==> src/rtl/axi_lite_reg_responder.sv <==
// AXI4-Lite subordinate exposing a bank of 32-bit control/status registers.
// Write address and write data are captured independently; a write commits
// once both are held and the B channel is free. Reads have one outstanding
// beat. Every register is exported flat on regs.
module axi_lite_reg_responder #(
    parameter int unsigned ADDR_WIDTH  = 29,
    parameter int unsigned REG_COUNT   = 16,
    parameter logic [31:0] RESET_VALUE = 32'h0000_0000
) (
    input  logic                      clk,
    input  logic                      rst_n,

    input  logic [ADDR_WIDTH-1:0]     s_awaddr,
    input  logic [2:0]                s_awprot,
    input  logic                      s_awvalid,
    output logic                      s_awready,

    input  logic [31:0]               s_wdata,
    input  logic [3:0]                s_wstrb,
    input  logic                      s_wvalid,
    output logic                      s_wready,

    output logic [1:0]                s_bresp,
    output logic                      s_bvalid,
    input  logic                      s_bready,

    input  logic [ADDR_WIDTH-1:0]     s_araddr,
    input  logic [2:0]                s_arprot,
    input  logic                      s_arvalid,
    output logic                      s_arready,

    output logic [31:0]               s_rdata,
    output logic [1:0]                s_rresp,
    output logic                      s_rvalid,
    input  logic                      s_rready,

    output logic [32*REG_COUNT-1:0]   regs
);

    localparam int unsigned DATA_W   = 32;
    localparam int unsigned STRB_W   = DATA_W / 8;
    localparam int unsigned IDX_W    = ADDR_WIDTH - 2;
    localparam logic [1:0] RESP_OKAY   = 2'b00;
    localparam logic [1:0] RESP_SLVERR = 2'b10;

    // Register storage
    logic [DATA_W-1:0] mem [REG_COUNT];

    // Write holding registers; "held" is the inverse of the ready outputs
    logic [IDX_W-1:0]  aw_idx_q;
    logic [DATA_W-1:0] w_data_q;
    logic [STRB_W-1:0] w_strb_q;

    logic              aw_hs_c;
    logic              w_hs_c;
    logic              commit_c;
    logic              b_done_c;
    logic              aw_in_range_c;

    logic              ar_hs_c;
    logic              r_done_c;
    logic [IDX_W-1:0]  ar_idx_c;
    logic              ar_in_range_c;
    logic [DATA_W-1:0] rd_val_c;

    // Protection bits and byte offset carry no meaning for this bank
    logic              unused_c;
    assign unused_c = ^{s_awprot, s_arprot, s_awaddr[1:0], s_araddr[1:0]};

    // Handshake and commit qualifiers
    always_comb begin
        aw_hs_c       = s_awvalid & s_awready;
        w_hs_c        = s_wvalid & s_wready;
        commit_c      = ~s_awready & ~s_wready & ~s_bvalid;
        b_done_c      = s_bvalid & s_bready;
        aw_in_range_c = 64'(aw_idx_q) < 64'(REG_COUNT);
        ar_hs_c       = s_arvalid & s_arready;
        r_done_c      = s_rvalid & s_rready;
        ar_idx_c      = s_araddr[ADDR_WIDTH-1:2];
        ar_in_range_c = 64'(ar_idx_c) < 64'(REG_COUNT);
    end

    // Read mux; out-of-range indices fall through to zero
    always_comb begin
        rd_val_c = '0;
        for (int k = 0; k < int'(REG_COUNT); k++) begin
            if (ar_in_range_c && (ar_idx_c == IDX_W'(k))) begin
                rd_val_c = mem[k];
            end
        end
    end

    // Write address holding register
    always_ff @(posedge clk) begin
        if (!rst_n) begin
            s_awready <= 1'b1;
            aw_idx_q  <= '0;
        end else if (aw_hs_c) begin
            s_awready <= 1'b0;
            aw_idx_q  <= s_awaddr[ADDR_WIDTH-1:2];
        end else if (commit_c) begin
            s_awready <= 1'b1;
        end
    end

    // Write data holding register
    always_ff @(posedge clk) begin
        if (!rst_n) begin
            s_wready <= 1'b1;
            w_data_q <= '0;
            w_strb_q <= '0;
        end else if (w_hs_c) begin
            s_wready <= 1'b0;
            w_data_q <= s_wdata;
            w_strb_q <= s_wstrb;
        end else if (commit_c) begin
            s_wready <= 1'b1;
        end
    end

    // B channel: raised on commit, held until accepted
    always_ff @(posedge clk) begin
        if (!rst_n) begin
            s_bvalid <= 1'b0;
            s_bresp  <= RESP_OKAY;
        end else if (commit_c) begin
            s_bvalid <= 1'b1;
            s_bresp  <= aw_in_range_c ? RESP_OKAY : RESP_SLVERR;
        end else if (b_done_c) begin
            s_bvalid <= 1'b0;
        end
    end

    // Byte-strobed register update on commit
    always_ff @(posedge clk) begin
        if (!rst_n) begin
            for (int k = 0; k < int'(REG_COUNT); k++) begin
                mem[k] <= RESET_VALUE;
            end
        end else if (commit_c && aw_in_range_c) begin
            for (int k = 0; k < int'(REG_COUNT); k++) begin
                if (aw_idx_q == IDX_W'(k)) begin
                    for (int b = 0; b < int'(STRB_W); b++) begin
                        if (w_strb_q[b]) begin
                            mem[k][8*b +: 8] <= w_data_q[8*b +: 8];
                        end
                    end
                end
            end
        end
    end

    // Read channel: single outstanding beat, data captured at AR handshake
    always_ff @(posedge clk) begin
        if (!rst_n) begin
            s_arready <= 1'b1;
            s_rvalid  <= 1'b0;
            s_rdata   <= '0;
            s_rresp   <= RESP_OKAY;
        end else if (ar_hs_c) begin
            s_arready <= 1'b0;
            s_rvalid  <= 1'b1;
            s_rdata   <= rd_val_c;
            s_rresp   <= ar_in_range_c ? RESP_OKAY : RESP_SLVERR;
        end else if (r_done_c) begin
            s_arready <= 1'b1;
            s_rvalid  <= 1'b0;
        end
    end

    // Flat export of register contents
    for (genvar gk = 0; gk < int'(REG_COUNT); gk++) begin : g_regs
        assign regs[32*gk +: 32] = mem[gk];
    end

endmodule

==> config.mk <==
export PLATFORM = sky130hd
export DESIGN_NAME = axi_lite_reg_responder
export DESIGN_NICKNAME = d
export VERILOG_FILES = /design/src/rtl/axi_lite_reg_responder.sv
export SDC_FILE = /design/constraint.sdc
export NUM_CORES = 1
export LEC_CHECK = 0
export ABC_AREA = 1
export CAP_MARGIN = 0
export CORE_MARGIN = 8
export CORE_UTILIZATION = 40
export DETAILED_ROUTE_END_ITERATION = 6
export GPL_TIMING_DRIVEN = 0
export PLACE_DENSITY = 0.7
export SLEW_MARGIN = 20
export SYNTH_ARGS = -nofsm -noshare
export SYNTH_HDL_FRONTEND = slang
export SYNTH_SLANG_ARGS = --single-unit
==> constraint.sdc <==
create_clock -name clk -period 2.2 [get_ports clk]
set_clock_uncertainty 0.1 [all_clocks]
set_input_delay 0.44 -clock clk [delete_from_list [all_inputs] [get_ports clk]]
set_output_delay 0.44 -clock clk [all_outputs]
set_load 0.01 [all_outputs]
# == Word-level counts from Yosys, hierarchy flattened ==
# Memories as Yosys holds them, arrays and structs flattened.
# Cells that the tools add are included.
# op_classes
order_cmp,2
eq_ne,30
mux,352
n_bitwise,74
reduce_logical,23
# op_table
cell,count
$mux W32,16
$mux W8,64
$eq A27 B4 Y1 const B,16
$mux W1,270
$eq A27 B3 Y1 const B,8
$eq A27 B2 Y1 const B,4
$or A1 B1 Y1,64
$eq A27 B1 Y1 const B,2
$logic_not A27 Y1,2
$lt A27 B5 Y1 const B,2
$logic_and A1 B1 Y1,17
$reduce_bool A2 Y1,4
$and A1 B1 Y1,7
$mux W2,2
$not A1 Y1,3
# word_totals
reg_bits,104
ramBits,512
n_memories,1
# mem_list
name,words,width,rd,rd_ports_with_merged_regs,write_ports,line_no,rtl
mem,16,32,16,0,16,47,logic [DATA_W-1:0] mem [REG_COUNT];

# == Logic depth before layout (Yosys ltp) ==
# depth
ltp_word,18
mapped_depth,17

# == Worst setup path after synthesis ==
# Ideal clock, no wire load.
# synth_timing
kind,register -> register
start,register aw_idx_q[21]
end,"memory mem[11][4], in the netlist mem[1][100] (enable)"
setup_time_ns,0.384
arrival_time_ns,1.944
t_required_ns,1.716
setup_slack_ns,-0.228
path_stages_with_launch,7
n_path_buf,0
period_less_slack_ns,2.428
cell_sequence,dfxtp_1 or2_2 nor4_1 nand2_1 nor3_4 nand2_1 o21ai_0
# synth_rtl
element,line_no,rtl
"start, declared",50,logic [IDX_W-1:0] aw_idx_q;
"start signal, assigned",100,aw_idx_q <= s_awaddr[ADDR_WIDTH-1:2];
"end, declared",47,

==> metrics.txt <==
Synth top area share 0.598; largest cells by area after synthesis edfxtp_1 60%, nor2_1 9.1%, dfxtp_1 7.9%; Setup crit start aw_idx_q[25]; PnR worst setup slack -0.213 ns; worst reg2reg setup slack -0.21 ns; period utilization 1.10; Commonest cells post-synth 624 x nor2_1, 512 x edfxtp_1, 499 x nand2_1; slew margin rel. 0.0913; RSZ-0062 raised after global routing yes; final instance area 0.0392 mm2; Port Buffers 644; Tightest Hold Check Type in2reg; Pre-antenna DRT Iters 6; Post-synth EDFFs 512; cell area after synthesis 0.0257 mm2; Pwr per Cell Area 686 mW/mm2; register area share after synthesis 0.678; vias per cell 5.41; synthesized instance count 2,519; depth of the CTS H-tree 2; TritonCTS clock tree built; multi-input logic area 0.00900 mm2; post-detail-place hpwl 87.8 mm; worst path arrival time 2.66 ns; slew at the pin closest to its max-slew limit 1.36 ns; first-pass GRT wire length 158 mm; worst r2r src aw_idx_q[25]; largest net degree at the start of global routing 16; hold_ws 0.301 ns; register area 0.0174 mm2; Power Total 26.9 mW; CP Capture Type flop; first-iteration detailed-routing DRC count 2,537; cell taking the most area after synthesis edfxtp_1; final global-route overflow total 0; min Tclk post-route 2.41 ns; clock slew at reported path FFs 0.07 ns; total number of vias 23.1k; ys async rst share 0; initial antenna violation count 1; Residual DRC 0; Final Slew Violations 0; wire length per cell 27.0 um; Worst Reg-to-Reg Cells 9; Synth Area per Inst 10.2 um2; Core Area 0.0640 mm2; Critical Path Source Type flop; # fillers 5,092; Place WS -1.53 ns; CP required 2.45 ns; Final Hold Vio Count 0; Initial Util 0.402; remaining antenna violation count 0; CTS root buf clkbuf_16; worst skew pair latency 0.64 ns; share of post-route cells with drive strength above 1 0.175; Pleak 14.5 nW; fmax 414 MHz; Clock Path Buffers 3; FF+latch count, synth 614; Final setup viols 687; Peak VDD IR 545 uV; max cap viols 0; die height 269 um; CTS Buf Count 60; count leader, synth nor2_1; Die W 269 um; critical path type reg2reg; hold path cells 6; Num Clock Sinks 614; number of global-route vias before repair 22.2k; Die Area 0.0726 mm2; DRT Wirelength 115 mm; Cell Rows 93; CTS Hold Buffers Added 0; ys flop type edfxtp_1; gpl congestion 0.939; IO Pins 660; placed cell areas 0.0333 mm2; outcome finished with violations; area growth from synthesis to layout 52.7%; crit-path max FO 8; violated checks negative setup slack; Yosys cell types 34; Global Route Usage Sum 0.296; Nets 3,474; r2r endpoint mem[1][252]; Synth warnings 0; crit path to mem[1][252]; Final Util 0.613
-- what timing repair did --
action	in CTS	in global routing
endpoints found under the setup margin	972	965
cloned	5	6
resized for setup	343	259
setup buffers	63	67
pin swaps	78	94
-- cell families (layout without fill, tap and decap cells) --
kind of cell / count (synthesis) / in the layout / synth area share
DFF: 614 / 614 / 0.678
buffers and inverters: 289 / 1185 / 0.0466
AOI/OAI and AO/OA: 138 / 138 / 0.0270
other: 1 / 3 / 0.000146
and+or+nand+nor: 1477 / 1479 / 0.249
-- placed cells by master, fill, tap and decap left out, types with 24 or more instances in the layout --
master	count
nor2_4	29
buf_6	40
nand2_1	433
nand4_1	133
nand2_4	30
clkbuf_16	69
o21ai_0	66
clkbuf_1	77
inv_1	120
buf_12	52
edfxtp_1	512
a21oi_1	44
nor3b_1	31
nand2_8	60
nor2_1	566
clkdlybuf4s50_1	617
buf_4	90
nand3_1	99
nor2_2	43
o21ai_4	24
dfxtp_1	101
-- worst max-delay path, stage by stage, from the launching register on --
cell and delay, ns:
dfxtp_1 0.31, or2_4 0.26, nor4_4 0.21, nand2_2 0.12
nor3_4 0.30, buf_6 0.19, nand2_8 0.14, buf_6 0.17
o21ai_4 0.16, buf_12 0.16
-- flip-flops by register name (all words and copies together), names as in the netlist --
name	count
w_strb_q	4
mem	512
s_wready	1
s_bvalid	1
aw_idx_q	27
s_arready	1
s_bresp	1
s_awready	1
s_rresp	1
s_rvalid	1
w_data_q	32
s_rdata	32
-- how the worst min path moves through the flow --
| stage | slack [ns] | start | endpoint |
|---|---|---|---|
| global route | 0.33 | s_wdata[20] | w_data_q[20] |
| detailed placement | 0.36 | s_rdata[29] | s_rdata[29] |
| CTS | 0.30 | s_wdata[24] | w_data_q[24] |
| floorplan | 0.34 | aw_idx_q[5] | aw_idx_q[5] |
| finish | 0.30 | s_araddr[16] | s_rresp[1] |
| global placement | 0.35 | aw_idx_q[25] | aw_idx_q[25] |
-- layer usage --
metal  wire length [um]  track usage  vias to the layer above
met2              56500        0.513                     1393
met3              12400       0.0857                      268
met5                  0            0                        -
met1              40800        0.344                    11266
met4               5530        0.116                        0
li1                   -            -                    10210
-- power by group --
group	switching [mW]	internal [mW]	leakage, nW
logic	1.56	1.19	7.36
registers	0.400	13.2	6.12
clock network	4.61	6.01	0.977
total	6.58	20.4	14.5
-- final cells by class --
| type | count | share of cell area |
|---|---|---|
| repair buffers | 779 | 0.208 |
| multi-input cells | 1619 | 0.229 |
| diodes | 1 | 0.0000638 |
| flip-flops and latches | 614 | 0.444 |
| inverters | 150 | 0.0162 |
| clock buffers | 90 | 0.0459 |
| clock inverters | 23 | 0.00520 |
| repair inverters | 4 | 0.00201 |
| well taps | 855 | 0.0273 |
| plain buffers | 139 | 0.0225 |
-- through the flow --
step                      std cells  TNS, ns
after detailed placement       4019  -708.25
final                          4274   -79.14
after global placement         4019  -865.82
after global routing           4273  -144.90
after floorplan                2520   -14.28
after CTS                      4200   -69.17
Note: power is estimated with default switching activity, not from simulation.
